==> src/rtl/spi_pkg.sv <==
// Shared encodings for the SPI register bank: command ops, FSM states and the
// special CLR_ERR address, plus small decode helpers.
package spi_pkg;

    typedef enum logic [1:0] {
        OP_WRITE = 2'b00,
        OP_SET   = 2'b01,
        OP_CLR   = 2'b10,
        OP_READ  = 2'b11
    } op_e;

    typedef enum logic [1:0] {
        IDLE = 2'b00,
        CMD  = 2'b01,
        DATA = 2'b10
    } state_e;

    localparam logic [5:0] CLR_ERR_ADDR = 6'h3F;

    function automatic logic is_clr_err(input op_e op, input logic [5:0] addr);
        return (op == OP_READ) && (addr == CLR_ERR_ADDR);
    endfunction

    function automatic logic [7:0] apply_op(input op_e op, input logic [7:0] cur,
                                            input logic [7:0] data);
        logic [7:0] res;
        case (op)
            OP_WRITE: res = data;
            OP_SET:   res = cur | data;
            OP_CLR:   res = cur & ~data;
            default:  res = cur;
        endcase
        return res;
    endfunction

endpackage

==> src/rtl/spi_byte_engine.sv <==
// SPI mode-0 front end: input synchronisers, edge detection, byte assembly
// and the MSB-first transmit shifter, all in the clk domain.
module spi_byte_engine #(
    parameter int SYNC_STAGES = 2
) (
    input  logic       clk,
    input  logic       rst_n,
    input  logic       spi_clk,
    input  logic       spi_ss,
    input  logic       spi_mosi,
    input  logic       tx_load,
    input  logic [7:0] tx_data,
    output logic       byte_done,
    output logic [7:0] rx_byte,
    output logic       ss_fall,
    output logic       ss_rise,
    output logic       ss_active,
    output logic       tx_bit
);

    logic [SYNC_STAGES-1:0] clk_sync_r;
    logic [SYNC_STAGES-1:0] ss_sync_r;
    logic [SYNC_STAGES-1:0] mosi_sync_r;
    logic [SYNC_STAGES-1:0] valid_r;
    logic                   sclk_prev_r;
    logic                   ss_prev_r;
    logic                   armed_r;
    logic [2:0]             bit_cnt_r;
    logic [7:0]             rx_sh_r;
    logic [7:0]             rx_byte_r;
    logic                   byte_done_r;
    logic [7:0]             tx_sh_r;

    logic sclk_s, ss_s, mosi_s, rise_s, fall_s, active_s;

    assign sclk_s   = clk_sync_r[SYNC_STAGES-1];
    assign ss_s     = ss_sync_r[SYNC_STAGES-1];
    assign mosi_s   = mosi_sync_r[SYNC_STAGES-1];
    assign rise_s   = sclk_s & ~sclk_prev_r;
    assign fall_s   = ~sclk_s & sclk_prev_r;
    // armed_r ignores a transaction already in flight when reset was released
    assign active_s = armed_r & ~ss_s;

    assign ss_fall   = armed_r & ss_prev_r & ~ss_s;
    assign ss_rise   = armed_r & ~ss_prev_r & ss_s;
    assign ss_active = active_s;
    assign byte_done = byte_done_r;
    assign rx_byte   = rx_byte_r;
    assign tx_bit    = tx_sh_r[7];

    // Synchronisers (idle level during reset) and edge-history flops
    always_ff @(posedge clk or negedge rst_n) begin
        if (!rst_n) begin
            clk_sync_r  <= {SYNC_STAGES{1'b0}};
            ss_sync_r   <= {SYNC_STAGES{1'b1}};
            mosi_sync_r <= {SYNC_STAGES{1'b0}};
            valid_r     <= {SYNC_STAGES{1'b0}};
            sclk_prev_r <= 1'b0;
            ss_prev_r   <= 1'b1;
            armed_r     <= 1'b0;
        end else begin
            clk_sync_r  <= {clk_sync_r[SYNC_STAGES-2:0], spi_clk};
            ss_sync_r   <= {ss_sync_r[SYNC_STAGES-2:0], spi_ss};
            mosi_sync_r <= {mosi_sync_r[SYNC_STAGES-2:0], spi_mosi};
            valid_r     <= {valid_r[SYNC_STAGES-2:0], 1'b1};
            sclk_prev_r <= sclk_s;
            ss_prev_r   <= ss_s;
            armed_r     <= armed_r | (valid_r[SYNC_STAGES-1] & ss_s);
        end
    end

    // Receive shifter, bit counter, byte_done pulse and transmit shifter
    always_ff @(posedge clk or negedge rst_n) begin
        if (!rst_n) begin
            bit_cnt_r   <= 3'd0;
            rx_sh_r     <= 8'h00;
            rx_byte_r   <= 8'h00;
            byte_done_r <= 1'b0;
            tx_sh_r     <= 8'h00;
        end else begin
            byte_done_r <= 1'b0;
            if (!active_s) begin
                bit_cnt_r <= 3'd0;
            end else if (rise_s) begin
                rx_sh_r   <= {rx_sh_r[6:0], mosi_s};
                bit_cnt_r <= bit_cnt_r + 3'd1;
                if (bit_cnt_r == 3'd7) begin
                    byte_done_r <= 1'b1;
                    rx_byte_r   <= {rx_sh_r[6:0], mosi_s};
                end
            end
            // the falling edge right after a byte boundary must keep the fresh MSB
            if (tx_load) begin
                tx_sh_r <= tx_data;
            end else if (active_s && fall_s && (bit_cnt_r != 3'd0)) begin
                tx_sh_r <= {tx_sh_r[6:0], 1'b0};
            end
        end
    end

endmodule

==> src/rtl/spi_reg_bank.sv <==
// SPI-accessible bank of 8-bit registers: command decode, WRITE/SET/CLR/READ
// with auto-increment, sticky range error and write strobe.
module spi_reg_bank
    import spi_pkg::*;
#(
    parameter int         NUM_REGS    = 4,
    parameter logic [7:0] RESET_VAL   = 8'h00,
    parameter int         SYNC_STAGES = 2
) (
    input  logic                  clk,
    input  logic                  rst_n,
    input  logic                  spi_clk,
    input  logic                  spi_ss,
    input  logic                  spi_mosi,
    output logic                  spi_miso,
    output logic [8*NUM_REGS-1:0] regs_out,
    output logic                  wr_strobe,
    output logic [5:0]            wr_addr,
    output logic                  err_sticky
);

    localparam int         AW         = (NUM_REGS > 1) ? $clog2(NUM_REGS) : 1;
    localparam logic [6:0] NUM_REGS_W = 7'(NUM_REGS);
    localparam logic [5:0] LAST_ADDR  = 6'(NUM_REGS - 1);

    function automatic logic in_range(input op_e op, input logic [5:0] addr);
        return ({1'b0, addr} < NUM_REGS_W) && !is_clr_err(op, addr);
    endfunction

    state_e     state_r, next_state_s;
    op_e        op_r;
    logic [5:0] addr_r;
    logic       err_r;
    logic       wr_strobe_r;
    logic [5:0] wr_addr_r;
    logic       miso_r;
    logic [7:0] regs_r [NUM_REGS];

    logic       byte_done_s, ss_fall_s, ss_rise_s, ss_active_s, tx_bit_s;
    logic [7:0] rx_byte_s;
    op_e        cmd_op_s, look_op_s;
    logic [5:0] cmd_addr_s, addr_next_s, look_addr_s;
    logic       cur_ok_s;
    logic [7:0] tx_data_s, new_val_s;

    spi_byte_engine #(.SYNC_STAGES(SYNC_STAGES)) u_engine (
        .clk       (clk),
        .rst_n     (rst_n),
        .spi_clk   (spi_clk),
        .spi_ss    (spi_ss),
        .spi_mosi  (spi_mosi),
        .tx_load   (byte_done_s),
        .tx_data   (tx_data_s),
        .byte_done (byte_done_s),
        .rx_byte   (rx_byte_s),
        .ss_fall   (ss_fall_s),
        .ss_rise   (ss_rise_s),
        .ss_active (ss_active_s),
        .tx_bit    (tx_bit_s)
    );

    assign cmd_op_s    = op_e'(rx_byte_s[7:6]);
    assign cmd_addr_s  = rx_byte_s[5:0];
    assign cur_ok_s    = in_range(op_r, addr_r);
    assign addr_next_s = (addr_r == LAST_ADDR) ? 6'd0 : addr_r + 6'd1;
    assign new_val_s   = apply_op(op_r, regs_r[addr_r[AW-1:0]], rx_byte_s);

    // Next-state logic
    always_comb begin
        next_state_s = state_r;
        case (state_r)
            IDLE: begin
                if (ss_fall_s) next_state_s = CMD;
                else           next_state_s = IDLE;
            end
            CMD: begin
                if (ss_rise_s)        next_state_s = IDLE;
                else if (byte_done_s) next_state_s = DATA;
                else                  next_state_s = CMD;
            end
            DATA: begin
                if (ss_rise_s) next_state_s = IDLE;
                else           next_state_s = DATA;
            end
            default: next_state_s = IDLE;
        endcase
    end

    // Read data for the byte that follows the one just completed
    always_comb begin
        look_op_s   = op_r;
        look_addr_s = addr_r;
        tx_data_s   = 8'h00;
        if (state_r == CMD) begin
            look_op_s   = cmd_op_s;
            look_addr_s = cmd_addr_s;
        end else if (cur_ok_s) begin
            look_addr_s = addr_next_s;
        end else begin
            look_addr_s = addr_r;
        end
        if ((look_op_s == OP_READ) && in_range(look_op_s, look_addr_s)) begin
            tx_data_s = regs_r[look_addr_s[AW-1:0]];
        end else begin
            tx_data_s = 8'h00;
        end
    end

    // FSM state, decode registers, register file, strobe, error flag and MISO
    always_ff @(posedge clk or negedge rst_n) begin
        if (!rst_n) begin
            state_r     <= IDLE;
            op_r        <= OP_WRITE;
            addr_r      <= 6'd0;
            err_r       <= 1'b0;
            wr_strobe_r <= 1'b0;
            wr_addr_r   <= 6'd0;
            miso_r      <= 1'b0;
            for (int k = 0; k < NUM_REGS; k++) regs_r[k] <= RESET_VAL;
        end else begin
            state_r     <= next_state_s;
            wr_strobe_r <= 1'b0;
            miso_r      <= (state_r == DATA) && ss_active_s && tx_bit_s;
            if (byte_done_s && (state_r == CMD)) begin
                op_r   <= cmd_op_s;
                addr_r <= cmd_addr_s;
                if (is_clr_err(cmd_op_s, cmd_addr_s)) begin
                    err_r <= 1'b0;
                end else if (!in_range(cmd_op_s, cmd_addr_s)) begin
                    err_r <= 1'b1;
                end
            end else if (byte_done_s && (state_r == DATA) && cur_ok_s) begin
                addr_r <= addr_next_s;
                if (op_r != OP_READ) begin
                    regs_r[addr_r[AW-1:0]] <= new_val_s;
                    wr_strobe_r            <= 1'b1;
                    wr_addr_r              <= addr_r;
                end
            end
        end
    end

    for (genvar k = 0; k < NUM_REGS; k++) begin : g_out
        assign regs_out[8*k +: 8] = regs_r[k];
    end

    assign spi_miso   = miso_r;
    assign wr_strobe  = wr_strobe_r;
    assign wr_addr    = wr_addr_r;
    assign err_sticky = err_r;

endmodule

==> config.mk <==
export PLATFORM = sky130hd
export DESIGN_NAME = spi_reg_bank
export DESIGN_NICKNAME = d
export VERILOG_FILES = /design/src/rtl/spi_pkg.sv /design/src/rtl/spi_byte_engine.sv /design/src/rtl/spi_reg_bank.sv
export SDC_FILE = /design/constraint.sdc
export NUM_CORES = 1
export LEC_CHECK = 0
export CAP_MARGIN = 20
export CORE_MARGIN = 10
export CORE_UTILIZATION = 56
export DETAILED_ROUTE_END_ITERATION = 8
export DONT_BUFFER_PORTS = 1
export HOLD_SLACK_MARGIN = 0.15
export PLACE_DENSITY_LB_ADDON = 0.08
export SLEW_MARGIN = 20
export SYNTH_ARGS = -nofsm -noshare
export SYNTH_HDL_FRONTEND = slang
export SYNTH_HIERARCHICAL = 1
export SYNTH_SLANG_ARGS = --single-unit
==> constraint.sdc <==
create_clock -name clk -period 2.2 [get_ports clk]
set_input_delay 0.66 -clock clk [delete_from_list [all_inputs] [get_ports clk]]
set_output_delay 0.66 -clock clk [all_outputs]
set_load 0.01 [all_outputs]
==> flow_summary.json <==
{
  "outcome": "finished, violations left",
  "failed_checks": "hold timing",
  "ys_seq_elements": 89,
  "setup_viol": 0,
  "crit_cells": 9,
  "synth_edf_count": 0,
  "dr_total_vias": 2568,
  "finalNetCount": 348,
  "period_share": 0.939,
  "nFillCells": 618,
  "synthFlopType": "dfrtp_1",
  "area_delta_synth_final_pct": 8.59,
  "insertion_delay_ps": 350,
  "layout_common_cells": "dfrtp_1, mux2_4, o21ai_0",
  "synth_area_per_cell_um2": 13.3,
  "layout_commonest_cell": "dfrtp_1",
  "grt_max_degree": 90,
  "worst_pin_slew_ps": 609,
  "start_util": 0.570,
  "detail-route-antenna-nets": 0,
  "wl_per_cell_um": 21.0,
  "critical_path.top_delay_family": "compound AO/OA/AOI/OAI gates",
  "leakagePower_uw": 0.00230,
  "startpoint_type": "flip-flop",
  "portBuffers": 0,
  "grt_pass1_vias": 2685,
  "htreeDepth": 3,
  "multiInputGateArea_um2": 2050,
  "clkTransAtPathRegs_ps": 80,
  "placement_rows": 32,
  "tritoncts": "built",
  "diodes": 0,
  "power_uw": 3050,
  "clockBufferDepth": 2,
  "vdd_drop_max_mv": 0.463,
  "dieArea_um2": 11800,
  "drtPass1Iterations": 4,
  "drive_above_1_share": 0.324,
  "crit_path_cell_trace": "ha_1 > nor2_1 > nor2_1 > a221o_2 > buf_4 > mux2i_1 > o22ai_1 > nor2b_1 > a21oi_1",
  "reg2reg_depth": 9,
  "seqCellArea_um2": 2230,
  "critical_path.slowest_cell": "a221o_2",
  "drt_iter0_markers": 95,
  "antenna_found_initial": 0,
  "seq_area_frac_synth": 0.509,
  "core_area_um2": 7690,
  "power_density_nw_per_um2": 641,
  "cp_max_fo": 9,
  "postSynth.asyncResetShare": 1.00,
  "grt_use_total": 0.162,
  "crit_type": "flip-flop to flip-flop",
  "critPathLaunch": "addr_r[1]",
  "grt_pass1_wl_mm": 14.6,
  "overflow": 0,
  "cts_made_buffers": 9,
  "rsz0062_at_grt": "no",
  "drv_cap": 0,
  "slew_headroom": 0.590,
  "crit_arrival_ps": 2300,
  "synth_cells": 329,
  "final.setup.tns_ps": 0,
  "crit_path_frequent_cell": "nor2_1",
  "num_io_pins": 46,
  "path_buf_inv": 1,
  "slowest_delay_ps": 490,
  "synth_area_um2": 4380,
  "max_freq_mhz": 484,
  "post-route-min-period_ps": 2070,
  "hp-class": "input port to asynchronous set/reset pin",
  "synth_cell_type_count": 42,
  "cts_num_sinks": 89,
  "die_width_um": 108,
  "hold_violations": 21,
  "vias_per_cell": 5.81,
  "cp-end-kind": "flip-flop",
  "cts_root_buf": "clkbuf_8",
  "r2r-start": "addr_r[1]",
  "slew_violations": 0,
  "dp.final_hpwl_mm": 6.40,
  "yosysWarnings": 6,
  "drc": 0,
  "hold_slack_ps": -8.64,
  "finClkSkew_ps": 8.03,
  "required_ps": 2440,
  "die_h_um": 108,
  "synth_nets": 341,
  "gp_congestion": 0.825,
  "routed_wl_mm": 9.26
}
-- registers in the layout (all words and copies together), names as in the netlist --
signal and cells:
spi_miso 1, err_sticky 1, u_engine/mosi_sync_r 2, state_r 2, u_engine/valid_r 2, wr_strobe 1
op_r 2, u_engine/rx_byte 8, u_engine/clk_sync_r 2, wr_addr 6, u_engine/rx_sh_r 7, u_engine/ss_prev_r 1
u_engine/ss_sync_r 2, u_engine/byte_done 1, u_engine/armed_r 1, addr_r 6, regs_out 32, u_engine/sclk_prev_r 1
u_engine/bit_cnt_r 3, u_engine/tx_sh_r 8
-- worst paths after layout --
path | to | slack, ps
hold / removal | spi_miso | -9
max in group asynchronous | u_engine/ss_prev_r | 1980
setup / recovery | u_engine/tx_sh_r[4] | 130
hold reg to reg | u_engine/clk_sync_r[1] | 350
min in group clk | u_engine/ss_sync_r[0] | 290
setup reg to reg | u_engine/tx_sh_r[4] | 130
-- report_power, final --
part	switching, uW	internal (uW)	leakage (uW)
Sequential	45.9	1710	0.00120
Combinational	69.0	98.9	0.00101
Clock	548	583	0.0000957
-- synth_stat cells (2+ instances only) --
| library cell | n | area share |
|---|---|---|
| dfrtp_1 | 86 | 0.49 |
| mux2_4 | 32 | 0.11 |
| o21ai_0 | 26 | 0.030 |
| mux2_2 | 24 | 0.062 |
| mux2i_1 | 20 | 0.046 |
| nor2b_1 | 18 | 0.026 |
| inv_1 | 14 | 0.012 |
| nor2_1 | 11 | 0.0094 |
| a21oi_1 | 8 | 0.0091 |
| a31oi_1 | 8 | 0.011 |
| clkbuf_1 | 8 | 0.0069 |
| mux4_2 | 8 | 0.041 |
| o22ai_1 | 8 | 0.011 |
| ha_1 | 7 | 0.020 |
| nand2_1 | 7 | 0.0060 |
| and2b_2 | 4 | 0.0080 |
| nand2_8 | 4 | 0.018 |
| nand2b_1 | 4 | 0.0057 |
| dfstp_2 | 3 | 0.018 |
| nand4_1 | 3 | 0.0043 |
| a22oi_1 | 2 | 0.0034 |
| and2_1 | 2 | 0.0029 |
| buf_2 | 2 | 0.0023 |
| buf_6 | 2 | 0.0051 |
-- cell type report --
class	count	share of cell area
Sequential cell	89	0.469
Multi-Input combinational cell	212	0.431
Clock buffer	13	0.0334
Tap cell	102	0.0268
Timing Repair Buffer	10	0.0210
Inverter	14	0.0110
Clock inverter	2	0.00789
-- logic make-up (layout without fill, tap and decap cells) --
family                   count (synthesis)  in the layout  synth area share
other                                    1              1          0.000856
multiplexers                            84             84             0.258
AO/OA/AOI/OAI                           55             55            0.0739
AND/OR/NAND/NOR                         64             64             0.104
adder cells (fa/ha/maj)                  7              7            0.0200
buffers and inverters                   28             39            0.0317
flip-flops                              89             89             0.509
XOR/XNOR                                 1              1           0.00200
-- layer usage --
| metal | up-vias | part of all wire | track usage |
|---|---|---|---|
| li1 | 1182 | - | - |
| met1 | 1295 | 0.41 | 0.196 |
| met2 | 72 | 0.50 | 0.263 |
| met3 | 19 | 0.068 | 0.0399 |
| met4 | 0 | 0.028 | 0.0876 |
| met5 | - | 0 | 0 |
-- timing repair --
item / 4_1_cts / 5_1_grt
endpoints found under the hold margin: 89 / 88
setup buffers: 0 / 4
gates resized for setup: 0 / 8
setup endpoints to repair: 0 / 9
-- worst reg2reg max path, stage by stage (launching register included) --
cell	delay, ps
dfrtp_1	410
ha_1	230
nor2_1	140
nor2_1	50
a221o_2	490
buf_4	210
mux2i_1	140
o22ai_1	100
nor2b_1	120
a21oi_1	50
-- through the flow --
step	setup slack, ps	area, um2	utilization	instances
floorplan	63.7	4380	-	329
global placement	21.3	4480	0.583	423
detailed placement	30.8	4480	0.583	423
CTS	18.7	4680	0.609	438
global route	13.7	4760	0.619	442
finish	135	4760	0.619	442
Note: power is estimated with default switching activity, not from simulation.
